## src/rtl/life_gen_scheduler.sv

```systemverilog
// Generation strobe, run/step and edit arbitration for the 16x16 Game-of-Life cell array.
// Optional feature: define LIFE_GEN_LIMIT_EN to add the gen_limit input and halted output.
module life_gen_scheduler #(
  parameter int GRID_W     = 16,
  parameter int GRID_H     = 16,
  parameter int CNT_W      = 32,
  parameter int MIN_PERIOD = 2
) (
  input  logic             clk,
  input  logic             rst_n,
  input  logic             run_en,
  input  logic             step_req,
  input  logic [CNT_W-1:0] period,
  input  logic             edit_req,
  input  logic [1:0]       edit_op,
  input  logic [3:0]       edit_x,
  input  logic [3:0]       edit_y,
  input  logic             calc_done,
`ifdef LIFE_GEN_LIMIT_EN
  input  logic [15:0]      gen_limit,
  output logic             halted,
`endif
  output logic             calc_start,
  output logic             wr_en,
  output logic [1:0]       wr_op,
  output logic [7:0]       wr_addr,
  output logic             edit_ack,
  output logic             edit_err,
  output logic             overrun,
  output logic             busy,
  output logic [15:0]      gen_count,
  output logic             tick_led
);

  localparam logic [1:0] ST_IDLE = 2'd0;
  localparam logic [1:0] ST_CALC = 2'd1;
  localparam logic [1:0] ST_EDIT = 2'd2;

  localparam logic [1:0] OP_TOGGLE = 2'd0;

  localparam logic [CNT_W-1:0] MIN_P = CNT_W'(MIN_PERIOD);

  // Control state
  logic [1:0]       r_state;
  logic [1:0]       w_state_nxt;
  logic [CNT_W-1:0] r_cnt;
  logic             r_gen_pend;
  logic             r_edit_pend;

  // One-deep edit buffer
  logic [1:0]       r_buf_op;
  logic [3:0]       r_buf_x;
  logic [3:0]       r_buf_y;

  // Registered outputs
  logic             r_calc_start;
  logic             r_wr_en;
  logic [1:0]       r_wr_op;
  logic [7:0]       r_wr_addr;
  logic             r_edit_ack;
  logic             r_edit_err;
  logic             r_overrun;
  logic [15:0]      r_gen_count;
  logic             r_tick_led;

  // Datapath / decision wires
  logic [CNT_W-1:0] w_eff_period;
  logic [CNT_W-1:0] w_last;
  logic             w_halted;
  logic             w_run_active;
  logic             w_wrap;
  logic             w_step_trig;
  logic             w_trig;
  logic             w_drop;
  logic             w_accept;
  logic             w_go_calc;
  logic             w_go_edit;
  logic             w_calc_end;
  logic [1:0]       w_sel_op;
  logic [3:0]       w_sel_x;
  logic [3:0]       w_sel_y;
  logic             w_is_toggle;
  logic             w_in_range;
  logic [7:0]       w_addr;

  // ---------------------------------------------------------------------------
  // Generation triggers
  // ---------------------------------------------------------------------------
  assign w_eff_period = (period < MIN_P) ? MIN_P : period;
  assign w_last       = w_eff_period - CNT_W'(1);

  assign w_run_active = run_en & ~w_halted;
  // ">=" lets a shortened period take effect at once instead of wrapping the counter.
  assign w_wrap       = w_run_active & (r_cnt >= w_last);
  assign w_step_trig  = step_req & ~run_en;
  assign w_trig       = w_wrap | w_step_trig;
  assign w_drop       = w_trig & (r_gen_pend | (r_state == ST_CALC));
  assign w_accept     = w_trig & ~w_drop;

  // ---------------------------------------------------------------------------
  // Edit selection: a request arriving on the dispatch cycle replaces the buffer
  // contents directly, so back-to-back edits still retire with a single ack.
  // ---------------------------------------------------------------------------
  assign w_sel_op    = edit_req ? edit_op : r_buf_op;
  assign w_sel_x     = edit_req ? edit_x  : r_buf_x;
  assign w_sel_y     = edit_req ? edit_y  : r_buf_y;
  assign w_is_toggle = (w_sel_op == OP_TOGGLE);
  assign w_in_range  = (32'(w_sel_x) < 32'(GRID_W)) && (32'(w_sel_y) < 32'(GRID_H));
  assign w_addr      = 8'((32'(w_sel_y) * 32'(GRID_W)) + 32'(w_sel_x));

  // ---------------------------------------------------------------------------
  // FSM
  // ---------------------------------------------------------------------------
  assign w_go_calc  = (r_state == ST_IDLE) & r_gen_pend;
  assign w_go_edit  = (r_state == ST_IDLE) & ~r_gen_pend & r_edit_pend;
  // r_calc_start marks the first CALC cycle, where calc_done is not yet meaningful.
  assign w_calc_end = (r_state == ST_CALC) & ~r_calc_start & calc_done;

  always_comb begin
    // NOTE: w_state_nxt gets a default before the case so no path can infer a latch.
    w_state_nxt = r_state;
    case (r_state)
      ST_IDLE: begin
        if (r_gen_pend) begin
          w_state_nxt = ST_CALC;
        end else if (r_edit_pend) begin
          w_state_nxt = ST_EDIT;
        end
      end
      ST_CALC: begin
        if (w_calc_end) begin
          w_state_nxt = ST_IDLE;
        end
      end
      ST_EDIT: w_state_nxt = ST_IDLE;
      default: w_state_nxt = ST_IDLE;
    endcase
  end

  always_ff @(posedge clk or negedge rst_n) begin
    // NOTE: non-blocking assignments so every register here samples pre-edge values.
    if (!rst_n) begin
      r_state     <= ST_IDLE;
      r_cnt       <= '0;
      r_gen_pend  <= 1'b0;
      r_edit_pend <= 1'b0;
      r_buf_op    <= '0;
      r_buf_x     <= '0;
      r_buf_y     <= '0;
    end else begin
      r_state <= w_state_nxt;

      if (!w_run_active || w_wrap) begin
        r_cnt <= '0;
      end else begin
        r_cnt <= r_cnt + CNT_W'(1);
      end

      r_gen_pend <= w_go_calc ? 1'b0 : (r_gen_pend | w_accept);

      if (edit_req) begin
        r_buf_op <= edit_op;
        r_buf_x  <= edit_x;
        r_buf_y  <= edit_y;
      end
      r_edit_pend <= w_go_edit ? 1'b0 : (r_edit_pend | edit_req);
    end
  end

  // ---------------------------------------------------------------------------
  // Output registers
  // ---------------------------------------------------------------------------
  always_ff @(posedge clk or negedge rst_n) begin
    if (!rst_n) begin
      r_calc_start <= 1'b0;
      r_tick_led   <= 1'b0;
      r_wr_en      <= 1'b0;
      r_wr_op      <= '0;
      r_wr_addr    <= '0;
      r_edit_ack   <= 1'b0;
      r_edit_err   <= 1'b0;
      r_overrun    <= 1'b0;
      r_gen_count  <= '0;
    end else begin
      r_calc_start <= w_go_calc;
      r_tick_led   <= r_tick_led ^ w_go_calc;
      r_overrun    <= w_drop;

      r_edit_ack   <= w_go_edit;
      r_edit_err   <= w_go_edit & w_is_toggle & ~w_in_range;
      r_wr_en      <= w_go_edit & (~w_is_toggle | w_in_range);
      r_wr_op      <= w_go_edit ? w_sel_op : 2'd0;
      r_wr_addr    <= (w_go_edit & w_is_toggle & w_in_range) ? w_addr : 8'd0;

      // Map-wide edits restart the generation count together with the write.
      if (w_go_edit && !w_is_toggle) begin
        r_gen_count <= '0;
      end else if (w_calc_end) begin
        r_gen_count <= r_gen_count + 16'd1;
      end
    end
  end

`ifdef LIFE_GEN_LIMIT_EN
  logic r_halted;
  logic r_run_d;
  logic w_limit_hit;

  assign w_limit_hit = w_calc_end && (gen_limit != 16'd0) &&
                       ((r_gen_count + 16'd1) == gen_limit);

  always_ff @(posedge clk or negedge rst_n) begin
    if (!rst_n) begin
      r_halted <= 1'b0;
      r_run_d  <= 1'b0;
    end else begin
      r_run_d <= run_en;
      if ((r_run_d && !run_en) || (w_go_edit && !w_is_toggle)) begin
        r_halted <= 1'b0;
      end else if (w_limit_hit) begin
        r_halted <= 1'b1;
      end
    end
  end

  assign w_halted = r_halted;
  assign halted   = r_halted;
`else
  assign w_halted = 1'b0;
`endif

  assign calc_start = r_calc_start;
  assign wr_en      = r_wr_en;
  assign wr_op      = r_wr_op;
  assign wr_addr    = r_wr_addr;
  assign edit_ack   = r_edit_ack;
  assign edit_err   = r_edit_err;
  assign overrun    = r_overrun;
  assign busy       = (r_state != ST_IDLE);
  assign gen_count  = r_gen_count;
  assign tick_led   = r_tick_led;

endmodule

```

## config.mk

```make
export PLATFORM = sky130hd
export DESIGN_NAME = life_gen_scheduler
export DESIGN_NICKNAME = d
export VERILOG_FILES = /design/src/rtl/life_gen_scheduler.sv
export SDC_FILE = /design/constraint.sdc
export NUM_CORES = 1
export LEC_CHECK = 0
export ABC_AREA = 1
export ABC_CLOCK_PERIOD_IN_PS = 1500
export BUFFER_PORTS_ARGS = -buffer_cell sky130_fd_sc_hd__buf_4
export CAP_MARGIN = 40
export CORE_ASPECT_RATIO = 1.4
export CORE_MARGIN = 2
export CORE_UTILIZATION = 54
export CTS_BUF_LIST = sky130_fd_sc_hd__clkbuf_4 sky130_fd_sc_hd__clkbuf_8
export DETAILED_ROUTE_END_ITERATION = 8
export GPL_ROUTABILITY_DRIVEN = 0
export PLACE_DENSITY_LB_ADDON = 0.15
export RECOVER_POWER = 50
export SLEW_MARGIN = 5
export SYNTH_ARGS = -nofsm -noshare
export SYNTH_HDL_FRONTEND = slang
export SYNTH_SLANG_ARGS = --single-unit
```

## constraint.sdc

```tcl
create_clock -name clk -period 1.5 [get_ports clk]
set_input_delay 0.075 -clock clk [delete_from_list [all_inputs] [get_ports clk]]
set_output_delay 0.075 -clock clk [all_outputs]
set_load 0.01 [all_outputs]
```

-- After elaboration in Yosys (flattened, before gate mapping)
Index checks and enable logic that the tools add are counted.
- register bits after elaboration: 76
- input bits: 48
- output and inout port bits: 33
- add/sub/neg operators: 4
- order comparisons: 2
- equal/unequal tests: 3
- mux-type cells: 15
- bitwise gates (word level): 19
- reduce and logical (&&, ||, !) cells: 9
- operators by type and width (operator ; number):
    $mux W32 ; 2
    $add A32 B1 Y32 const B ; 1
    $ge A32 B32 Y1 ; 1
    $lt A32 B2 Y1 const B ; 1
    $mux W16 ; 2
    $sub A32 B1 Y32 const B ; 1
    $add A16 B1 Y16 const B ; 1
    $and A1 B1 Y1 ; 10
    $mux W2 ; 5
    $add A8 B4 Y8 ; 1
    $mux W4 ; 2
    $mux W8 ; 1
    $logic_not A2 Y1 ; 2
    $not A1 Y1 ; 4
    $or A1 B1 Y1 ; 4
    $pmux W2 S2 ; 1
    $reduce_bool A2 Y1 ; 2
    $ne A3 B3 Y1 const B ; 1
    $eq A2 B1 Y1 const B ; 1
    $logic_not A1 Y1 ; 2
    $mux W1 ; 2
    $ne A2 B2 Y1 const B ; 1
    $reduce_and A2 Y1 ; 1
    $logic_and A1 B1 Y1 ; 1
    2 further kinds ; 2

-- Logic depth before layout (Yosys ltp)
Gate-level depths: netlist of run 1.
- depth after elaboration: 11
- depth in mapped cells: 22
- mapped depth without buffers: 22

-- Least setup slack after synthesis of run 1
OpenSTA, ideal clock, no wires.
- path type: input -> register
- start: input port period[18]
- end: register r_cnt[26]
- arrival: 2.883 ns
- data required time: 1.379 ns
- setup slack: -1.504 ns
- stages on the path: 21
- buffers on the path: 1
- path through: nor2_1 nand3_1 nor2_1 nand3_1 o21ai_0 ha_1 nand2_1 nor2_4 nand3_1 nor3_2 nand3_1 xor2_1 ha_1 nand2_1 nor2_1 nand4_1 a21oi_1 nor2_1 nand2_2 buf_2 nor2_1
- word-level cells in the longest chain between the ends: 7
- RTL lines (element ; RTL line ; text):
    start, declared ; 13 ; input logic [CNT_W-1:0] period,
    $lt A32 B2 Y1 ; 89 ; assign w_eff_period = (period < MIN_P) ? MIN_P : period;
    $mux W32 * ; 89 ;
    $sub A32 B1 Y32 * ; 90 ; assign w_last = w_eff_period - CNT_W'(1);
    $ge A32 B32 Y1 * ; 94 ; assign w_wrap = w_run_active & (r_cnt >= w_last);
    $and A1 B1 Y1 * ; 94 ;
    $logic_or A1 B1 Y1 * ; 153 ; if (!w_run_active || w_wrap) begin
    $mux W32 * ; 153 ;
    end signal, assigned ; 156 ; r_cnt <= r_cnt + CNT_W'(1);
    end, declared ; 46 ; logic [CNT_W-1:0] r_cnt;
Every way passes the cells marked *; elsewhere a longest branch is shown, timed or not.
A chain may end at the register's enable or synchronous reset.

-- Final worst setup path of run 1
- start: input port period[25]
- end: register r_overrun (netlist: overrun)
- word-level cells in the longest chain between the ends: 7
- RTL lines (element ; RTL line ; text):
    $lt A32 B2 Y1 ; 89 ;
    $mux W32 * ; 89 ;
    $sub A32 B1 Y32 * ; 90 ;
    $ge A32 B32 Y1 * ; 94 ;
    $and A1 B1 Y1 * ; 94 ;
    $or A1 B1 Y1 * ; 96 ; assign w_trig = w_wrap | w_step_trig;
    $and A1 B1 Y1 * ; 97 ; assign w_drop = w_trig & (r_gen_pend | (r_state == ST_CALC));
    named net w_drop ; 74 ; logic w_drop;
    end signal, assigned ; 187 ; r_overrun <= w_drop;
    end, declared ; 62 ; logic r_overrun;
The timed path passes the listed nets; every way through them passes the cells marked *.

==> results of run 1 <==
-- power breakdown --
part / leakage [nW] / total (mW) / internal [mW] / switching [mW]
logic: 2.96 / 2.05 / 0.913 / 1.14
clock network: 0.105 / 1.71 / 0.930 / 0.783
registers: 1.02 / 2.37 / 2.24 / 0.134
total: 4.08 / 6.14 / 4.08 / 2.06
-- registers in the layout (all words and copies together) (netlist names) --
register / cells
r_buf_op: 2
overrun: 1
r_gen_pend: 1
calc_start: 1
gen_count: 16
r_state: 2
r_edit_pend: 1
r_buf_x: 4
r_buf_y: 4
wr_addr: 8
r_cnt: 32
wr_op: 2
tick_led: 1
edit_ack: 1
-- final timing paths --
path                             from             to  slack, ns  cells after the start
setup / recovery           period[25]        overrun      -1.41                     23
hold / removal              edit_y[2]     r_buf_y[2]       0.07                      4
setup reg to reg             r_cnt[1]      r_cnt[26]      -0.49                      8
hold reg to reg            r_buf_y[0]     r_buf_y[0]       0.51                      2
max in group asynchronous       rst_n       r_cnt[6]       0.26                      3
min in group asynchronous       rst_n  gen_count[14]       0.57                      3
-- critical path, stage by stage --
cell and delay [ns]:
buf_4 0.12, inv_2 0.05, nand2_2 0.07, nor3_4 0.22
nand3_4 0.12, o21ai_2 0.19, ha_2 0.24, nand2_4 0.07
nor2_4 0.16, nand3_4 0.10, nor3_4 0.24, nand3_1 0.12
xor2_1 0.18, ha_1 0.27, nand2_1 0.07, nor2_2 0.12
nand4_1 0.11, a21oi_1 0.17, nor2_2 0.07, nand2_4 0.13
buf_12 0.14, nand2_2 0.05, nor2_2 0.11
-- cells in the final DEF (no fill, tap or decap), drive strengths merged --
master	netlist	final
a21o	1	1
a21oi	21	21
a22oi	1	1
and2	1	1
buf	9	256
bufinv	0	2
clkbuf	1	11
clkinv	0	3
clkinvlp	0	1
conb	1	1
dfrtp	76	76
dlygate4sd3	0	1
ha	35	35
inv	106	106
nand2	140	140
nand3	45	45
nand3b	2	2
nand4	23	23
nor2	128	128
nor3	33	33
nor3b	2	2
nor4	5	5
o21a	1	1
o21ai	25	25
o21bai	1	1
o31ai	5	5
or2	12	12
xnor2	10	10
xor2	41	41
-- logic make-up after synthesis --
logic type      share of synthesized area (%)
fa+ha+maj                                8.13
flops                                    35.3
compound gates                           5.53
other cells                            0.0696
simple gates                             33.8
xor+xnor                                 8.29
buf+inv                                  8.83
-- per-layer routing --
layer	global-route usage, %	part of all wire (%)
met1	33.6	36
met2	57.9	54
met3	4.81	4.2
met4	20.3	6.0
met5	0	0
-- repair_timing --
action / in CTS / in global routing
hold buffers: 1 / 0
pin swaps: 11 / 26
setup buffers: 23 / 8
endpoints found under the setup margin: 37 / 46
hold endpoints to repair: 76 / 0
resized for setup: 35 / 48
gates cloned: 1 / 1
-- area by class of cell --
| class | instances | area share [%] |
|---|---|---|
| clock buffer | 9 | 1.54 |
| clock inverter | 6 | 1.12 |
| inverter | 106 | 5.04 |
| multi-input combinational | 533 | 41.4 |
| sequential | 76 | 23.6 |
| tap | 135 | 2.10 |
| timing repair buffer | 259 | 25.2 |
==> impl_metrics.tcl, run 1 <==
set metrics [dict create \
    status "finished, violations left" \
    violations "negative setup slack" \
    placed_cells 1076 \
    cts_tree "done" \
    insertion_delay_ns 0.36 \
    synth_fp_nets 808 \
    dieArea_mm2 0.0108 \
    wl_per_cell_um 15.6 \
    drt_iter0_drc 370 \
    synthCells 725 \
    h-tree-depth 3 \
    die_h_um 122 \
    tightest_slew_ns 1.03 \
    groute.usage.overall_pct 32.0 \
    fmax_ghz 0.343 \
    syn_to_final_growth_pct 49.4 \
    vias 6020 \
    root_buffer "clkbuf_8" \
    ios 81 \
    finalSetupViolCount 40 \
    yosysTopAreaCell "dfrtp_1" \
    postLayoutSetupSlackWorst_ns -1.41 \
    synth_most_common_cell "nand2_1" \
    total_power_mw 6.14 \
    yosys-top-cells-area "dfrtp_1, nand2_1, nor2_1" \
    diodes 0 \
    slew_headroom_pct 31.3 \
    synth_area_mm2 0.00539 \
    first_global_vias 6097 \
    fillers 621 \
    fin_area_mm2 0.00805 \
    ys_ff_latch 76 \
    maxSlewViolCount 0 \
    power_leakage_nw 4.08 \
    cp.arrival_ns 3.20 \
    start_kind "primary input" \
    row_count 43 \
    overflow 0 \
    synthFlopType "dfrtp_1" \
    ir_drop_uv 857 \
    clk_pin_slew_ns 0.08 \
    seqCellArea_mm2 0.00190 \
    pre_cts_slack_ns -1.75 \
    nets 1068 \
    synth_top_area_share_pct 35.3 \
    vias_per_cell 5.36 \
    synth.distinct_cells 39 \
    postSynth.asyncResetShare_pct 100 \
    grt_pass1_wl_um 26700 \
    cp_max_fo 8 \
    holdWs_ns 0.0673 \
    period_share_pct 194 \
    ys_seq_area_share_pct 35.3 \
    cts_buffers 9 \
    core_area_mm2 0.00979 \
    firstDrtPassIters 5 \
    route.detailed.drc 0 \
    antenna_left 0 \
    numPortBuffers 79 \
    min_period_ns 2.91 \
    routed_wirelength_um 17500 \
    power.density_mw_per_mm2 763 \
    dpl_cell_area_mm2 0.00728 \
    cts_max_path_buffers 2 \
    synth_edf_count 0 \
    drive_gt1_share_pct 37.6 \
    die_x_um 88.4 \
    cp-end-kind "flop" \
    criticalPathCategory "primary input to flop" \
    dp_hpwl_um 12200 \
    synthTopCellsByCount "nand2_1, nor2_1, inv_1" \
    antenna_found_initial 0 \
    multi_input_area_mm2 0.00333 \
    grt_max_degree 77 \
    synth_warnings 0 \
    setup-tns-final_ns -46.83 \
    rsz0062_at_grt "yes" \
    synth.avg_cell_area_um2 7.43 \
    skew_ns 0.0133 \
    min_path_type "primary input to flop" \
    initial_core_util_pct 55.0 \
    drv_cap 0 \
    postLayoutCoreUtil_pct 82.2 \
    fin_cells 1124 \
    crit_required_ns 1.79 \
    hold_viol_final 0 \
    cts_sinks 76 \
]
(Power assumes the default switching activity.)
==> run 2, diff against run 1 <==
--- a/config.mk
+++ b/config.mk
@@ -9,9 +9,11 @@
 export ABC_CLOCK_PERIOD_IN_PS = 1500
 export BUFFER_PORTS_ARGS = -buffer_cell sky130_fd_sc_hd__buf_4
 export CAP_MARGIN = 40
+export CELL_PAD_IN_SITES_DETAIL_PLACEMENT = 0
+export CELL_PAD_IN_SITES_GLOBAL_PLACEMENT = 1
 export CORE_ASPECT_RATIO = 1.4
 export CORE_MARGIN = 2
-export CORE_UTILIZATION = 54
+export CORE_UTILIZATION = 39
 export CTS_BUF_LIST = sky130_fd_sc_hd__clkbuf_4 sky130_fd_sc_hd__clkbuf_8
 export DETAILED_ROUTE_END_ITERATION = 8
 export GPL_ROUTABILITY_DRIVEN = 0
==> impl_metrics.tcl, run 2 (synthesized netlist as in run 1, its figures left out) <==
set metrics [dict create \
    status "finished, violations left" \
    violations "negative setup slack" \
    largest_reg_flops 32 \
    final_cell_mix "buf_4, nand2_1, inv_1" \
    rsz0062_at_grt "yes" \
    layout_commonest_cell "buf_4" \
    cp-end-kind "flop" \
    grt_pass1_wl_um 27100 \
    drive_gt1_share_pct 41.9 \
    hold_viol_final 0 \
    cts_max_path_buffers 2 \
    cp_max_fo 6 \
    met3_usage_pct 2.20 \
    groute.usage.overall_pct 23.6 \
    h-tree-depth 3 \
    antenna_found_initial 0 \
    dieArea_mm2 0.0148 \
    grt_use_met2_pct 45.1 \
    drv_cap 0 \
    gr-max-usage-layer "met2" \
    routed_wirelength_um 17000 \
    cts_sinks 76 \
    wl_per_cell_um 14.3 \
    met1_usage_pct 25.7 \
    cts_buffers 9 \
    clk_pin_slew_ns 0.08 \
    reg2reg_to "r_cnt[6]" \
    power_leakage_nw 4.21 \
    power.density_mw_per_mm2 720 \
    die_x_um 103 \
    syn_to_final_growth_pct 57.5 \
    setup.worst_path.end "overrun" \
    route.detailed.drc 0 \
    initial_core_util_pct 40.0 \
    firstDrtPassIters 4 \
    grt_max_degree 42 \
    fin_cells 1186 \
    placed_cells 1145 \
    drt_iter0_drc 203 \
    postLayoutSetupSlackWorst_ns -1.36 \
    slew_headroom_pct 58.9 \
    cp.arrival_ns 3.16 \
    nets 1082 \
    criticalPathCategory "primary input to flop" \
    holdWs_ns 0.0587 \
    ios 81 \
    vias 5754 \
    diodes 0 \
    dp_hpwl_um 13200 \
    overflow 0 \
    start_kind "primary input" \
    core_area_mm2 0.0135 \
    skew_ns 0.00949 \
    root_buffer "clkbuf_8" \
    multi_input_area_mm2 0.00347 \
    die_h_um 143 \
    crit_start "period[15]" \
    cts_tree "done" \
    min_period_ns 2.86 \
    period_share_pct 191 \
    crit_required_ns 1.79 \
    top_register "r_cnt" \
    rr_startpoint "r_cnt[5]" \
    min_path_type "primary input to flop" \
    tightest_slew_ns 0.617 \
    insertion_delay_ns 0.36 \
    r2r_slack_ns -0.48 \
    first_global_vias 5981 \
    fmax_ghz 0.349 \
    vias_per_cell 4.85 \
    ir_drop_uv 588 \
    numPortBuffers 79 \
    finalSetupViolCount 34 \
    fillers 1220 \
    reg2reg_depth 12 \
    antenna_left 0 \
    row_count 50 \
    seqCellArea_mm2 0.00190 \
    maxSlewViolCount 0 \
]
[run 2: cell count changes in the layout (fill, tap and decap cells not counted), moves of 3 or more]
cell,change
nor3_1,-3
nor2_2,+19
inv_1,-3
buf_12,+3
nor2_1,-19
a21oi_1,-3
inv_4,+5
buf_6,+7
[run 2: worst min-delay path by stage]
stage,slack [ns],start,cells past startpoint,end
after floorplan,-0.22,rst_n,0,calc_start
after global placement,-0.08,rst_n,1,gen_count[4]
after detailed placement,-0.08,rst_n,1,gen_count[4]
after CTS,0.05,step_req,4,overrun
after global routing,0.08,edit_y[2],4,r_buf_y[2]
final,0.06,edit_y[2],4,r_buf_y[2]
[run 2: final cells by class]
| cell class | count | area share (%) |
|---|---|---|
| Inverter | 106 | 4.87 |
| Clock buffer | 10 | 1.55 |
| Clock inverter | 6 | 1.03 |
| Multi-Input combinational cell | 533 | 40.9 |
| Tap cell | 182 | 2.68 |
| Timing Repair Buffer | 273 | 26.5 |
| Sequential cell | 76 | 22.5 |
[run 2: per-stage QoR]
stage / utilization, % / instance area, um2 / power [mW] / setup WS, ns / setup TNS, ns
finish: 63.1 / 8480 / 6.11 / -1.36 / -45.01
global route: 63.1 / 8480 / 6.44 / -1.61 / -53.64
CTS: 60.2 / 8090 / 5.95 / -1.29 / -42.80
detailed placement: 55.9 / 7520 / 4.11 / -1.71 / -57.08
global placement: 55.9 / 7520 / 4.05 / -1.64 / -55.05
floorplan: - / 5470 / 3.20 / -1.33 / -43.83
[run 2: report_power, final]
| part | switching, mW | total (mW) | internal [mW] | leakage (nW) |
|---|---|---|---|---|
| Clock | 0.797 | 1.76 | 0.959 | 0.114 |
| Combinational | 1.08 | 1.99 | 0.908 | 3.08 |
| Sequential | 0.130 | 2.37 | 2.24 | 1.01 |
| Total | 2.00 | 6.11 | 4.10 | 4.21 |
[run 2: timing repair]
action / CTS / global route
hold buffers: 1 / 0
cloned: 3 / 1
endpoints found under the hold margin: 76 / 0
pin swaps: 13 / 31
setup endpoints to repair: 40 / 47
gates resized for setup: 40 / 96
setup buffers: 12 / 8
[run 2: per-layer routing]
layer	share of wire, %	routed length [um]
met4	3.3	562
met3	2.0	337
met5	0	0
met2	56	9560
met1	38	6530
[run 2: critical path, cell delays in order]
cell and delay [ns]:
buf_4 0.12, nor2_4 0.10, nand2_1 0.09, buf_4 0.14, buf_4 0.12, buf_4 0.13, buf_4 0.12, buf_4 0.12
buf_4 0.12, buf_4 0.12, buf_4 0.13, nor2_2 0.11, nand4_1 0.12, xor2_1 0.18, ha_1 0.28, nand2_1 0.06
nor2_2 0.14, nand4_1 0.15, nor2_1 0.12, nand2_1 0.06, nand2_2 0.12, buf_12 0.14, buf_12 0.13, nand2_4 0.04
nor2_2 0.10
==> run 3, diff against run 2 <==
--- a/config.mk
+++ b/config.mk
@@ -5,15 +5,14 @@
 export SDC_FILE = /design/constraint.sdc
 export NUM_CORES = 1
 export LEC_CHECK = 0
-export ABC_AREA = 1
-export ABC_CLOCK_PERIOD_IN_PS = 1500
+export ABC_CLOCK_PERIOD_IN_PS = 2700
 export BUFFER_PORTS_ARGS = -buffer_cell sky130_fd_sc_hd__buf_4
 export CAP_MARGIN = 40
 export CELL_PAD_IN_SITES_DETAIL_PLACEMENT = 0
 export CELL_PAD_IN_SITES_GLOBAL_PLACEMENT = 1
 export CORE_ASPECT_RATIO = 1.4
 export CORE_MARGIN = 2
-export CORE_UTILIZATION = 39
+export CORE_UTILIZATION = 45
 export CTS_BUF_LIST = sky130_fd_sc_hd__clkbuf_4 sky130_fd_sc_hd__clkbuf_8
 export DETAILED_ROUTE_END_ITERATION = 8
 export GPL_ROUTABILITY_DRIVEN = 0
==> constraint.sdc (replaced) <==
create_clock -name clk -period 2.7 [get_ports clk]
set_input_delay 0.135 -clock clk [delete_from_list [all_inputs] [get_ports clk]]
set_output_delay 0.135 -clock clk [all_outputs]
set_load 0.01 [all_outputs]
==> impl_metrics.tcl, run 3 <==
set metrics [dict create \
    antenna_found_initial 0 \
    initial_core_util_pct 46.5 \
    syn_to_final_growth_pct 36.1 \
    wl_per_cell_um 14.2 \
    sw_frac_of_total_pct 29.5 \
    largest_reg_flops 32 \
    drt_iter0_drc 196 \
    yosys-top-cells-area "dfrtp_1, ha_1, xor2_1" \
    power.density_mw_per_mm2 456 \
    power_leakage_nw 2.93 \
    ir_drop_uv 483 \
    path_cells "buf_6, or4_4, nor4_4, and3_4, and2b_2, nand2b_4, ha_4, nand2_4, buf_4, or2_2, nor2_4, xnor2_1, ha_1, nand4_1, buf_4, nor4_4, a21o_4, buf_6, o221a_4" \
    status "finished, violations left" \
    finalSetupViolCount 34 \
    synthCells 476 \
    fmax_ghz 0.281 \
    min_period_ns 3.56 \
    placed_cells 741 \
    drive_gt1_share_pct 35.8 \
    postSynth.asyncResetShare_pct 100 \
    row_count 43 \
    synthFlopType "dfrtp_1" \
    criticalPathCategory "primary input to flop" \
    vias_per_cell 5.15 \
    dieArea_mm2 0.0111 \
    fillers 863 \
    final_cell_mix "buf_4, dfrtp_1, nor2_1" \
    power_frac_seq_pct 46.2 \
    core_area_mm2 0.00995 \
    skew_ns 0.00788 \
    fin_cells 766 \
    layout_commonest_cell "buf_4" \
    dp_hpwl_um 8140 \
    top_register "r_cnt" \
    routed_wirelength_um 10900 \
    antenna_left 0 \
    synth_area_mm2 0.00463 \
    synth_xor_area_share_pct 12.9 \
    overflow 0 \
    first_global_vias 4046 \
    die_x_um 89.7 \
    rr_startpoint "r_cnt[5]" \
    postLayoutSetupSlackWorst_ns -0.862 \
    synthSimpleGateAreaFrac_pct 25.4 \
    yosysTopAreaCell "dfrtp_1" \
    synth_fp_nets 559 \
    crit_required_ns 3.00 \
    hold_viol_final 0 \
    ys_ff_latch 76 \
    grt_pass1_wl_um 18600 \
    rsz0062_at_grt "yes" \
    vias 3947 \
    pwr-share-comb_pct 26.5 \
    cts_tree "done" \
    diodes 0 \
    numPortBuffers 79 \
    synthTopCellsByCount "dfrtp_1, nor2_1, xor2_1" \
    cp.arrival_ns 3.86 \
    slowest_delay_ns 0.55 \
    power_frac_clock_pct 27.3 \
    clk_pin_slew_ns 0.07 \
    start_kind "primary input" \
    firstDrtPassIters 4 \
    switching_power_uw 847 \
    min_path_type "primary input to flop" \
    muxShareOfSynthArea_pct 2.65 \
    cp_max_fo 5 \
    cp-end-kind "flop" \
    grt_max_degree 53 \
    maxSlewViolCount 0 \
    cts_sinks 76 \
    synth_warnings 0 \
    nets 710 \
    die_h_um 124 \
    ios 81 \
    postLayoutCoreUtil_pct 63.3 \
    synth_compound_area_share_pct 6.38 \
    h-tree-depth 3 \
    ys_seq_area_share_pct 41.1 \
    synth.avg_cell_area_um2 9.73 \
    synth_most_common_cell "dfrtp_1" \
    p_int_mw 2.02 \
    insertion_delay_ns 0.35 \
    synth_top_area_share_pct 41.1 \
    drv_cap 0 \
    period_share_pct 132 \
    cts_buffers 9 \
    crit_start "period[2]" \
    crit_slowest_cell "or4_4" \
    tightest_slew_ns 1.32 \
    synthAdderAreaFrac_pct 9.46 \
    synth.distinct_cells 56 \
    min-delay-start "edit_x[1]" \
    cts_max_path_buffers 2 \
    synth_edf_count 0 \
    synth_top_family_by_area "simple AND/OR/NAND/NOR gates" \
    violations "negative setup slack" \
    route.detailed.drc 0 \
    root_buffer "clkbuf_8" \
    groute.usage.overall_pct 20.7 \
    slew_headroom_pct 11.8 \
]
run 3: path summary, 6_finish.rpt:
| path | endpoint | slack, ns | cells after the start |
|---|---|---|---|
| worst max-delay path | overrun | -0.86 | 19 |
| min in group asynchronous | r_buf_x[2] | 0.63 | 2 |
| max in group asynchronous | gen_count[10] | 0.62 | 3 |
| worst min-delay path | r_buf_x[1] | 0.03 | 2 |
| worst max register to register | overrun | 0.43 | 8 |
| worst min register to register | tick_led | 0.47 | 1 |
run 3: metrics by stage:
stage | hold slack [ns] | setup TNS, ns | cell area (um2) | worst slack (ns) | power (mW)
final | 0.0332 | -28.16 | 6300 | -0.862 | 2.87
after global routing | 0.0114 | -32.72 | 6300 | -0.987 | 3.06
after CTS | 0.00398 | -29.55 | 6210 | -0.886 | 2.92
after detailed placement | 0.0673 | -44.89 | 5870 | -1.36 | 2.08
after global placement | 0.331 | -43.18 | 5840 | -1.33 | 2.06
after floorplan | -0.161 | -34.95 | 4700 | -1.06 | 1.73
run 3: area by class of cell:
type	count	area (um2)	share of cell area [%]
clock buffer	13	166	2.64
clock inverter	2	10.0	0.159
inverter	6	22.5	0.358
multi-input combinational	380	2810	44.7
sequential	76	1900	30.2
tap	135	169	2.68
timing repair buffer	154	1220	19.3
run 3: logic make-up (layout without fill, tap and decap cells):
kind of cell	after synthesis	in the layout
AOI/OAI and AO/OA	48	48
xor gates and xnor gates	68	68
adders and majority gates	35	35
buffers and inverters	20	175
DFF	76	76
muxes	11	11
other	1	1
and+or+nand+nor	217	217
run 3: power groups by stage:
stage	combinational [mW]	sequential, mW	clock (mW)
detailed placement	0.737	1.35	0
global route	0.839	1.34	0.874
CTS	0.771	1.33	0.826
global placement	0.714	1.34	0
finish	0.761	1.32	0.785
floorplan	0.371	1.36	0
run 3: routing by layer:
metal / vias to the layer above / global-route usage, % / part of all wire, %
met5: - / 0 / 0
met4: 0 / 8.85 / 2.0
met3: 14 / 5.08 / 5.1
met2: 87 / 36.6 / 50
met1: 1878 / 24.4 / 43
li1: 1968 / - / -
run 3: what timing repair did:
item                       CTS  global route
pin swaps                   18             3
hold endpoints to repair    24             0
buffers inserted             5             2
setup endpoints to repair   34            34
hold buffers                 1             0
gates cloned                 1             1
resized for setup           22            22
run 3: worst max-delay path: cells and delay by family:
kind / cells / cell delay [ns]
AO/OA/AOI/OAI: 2 / 0.41
XOR/XNOR: 1 / 0.07
adder cells (fa/ha/maj): 2 / 0.41
buffers and inverters: 4 / 0.55
AND/OR/NAND/NOR: 10 / 2.26
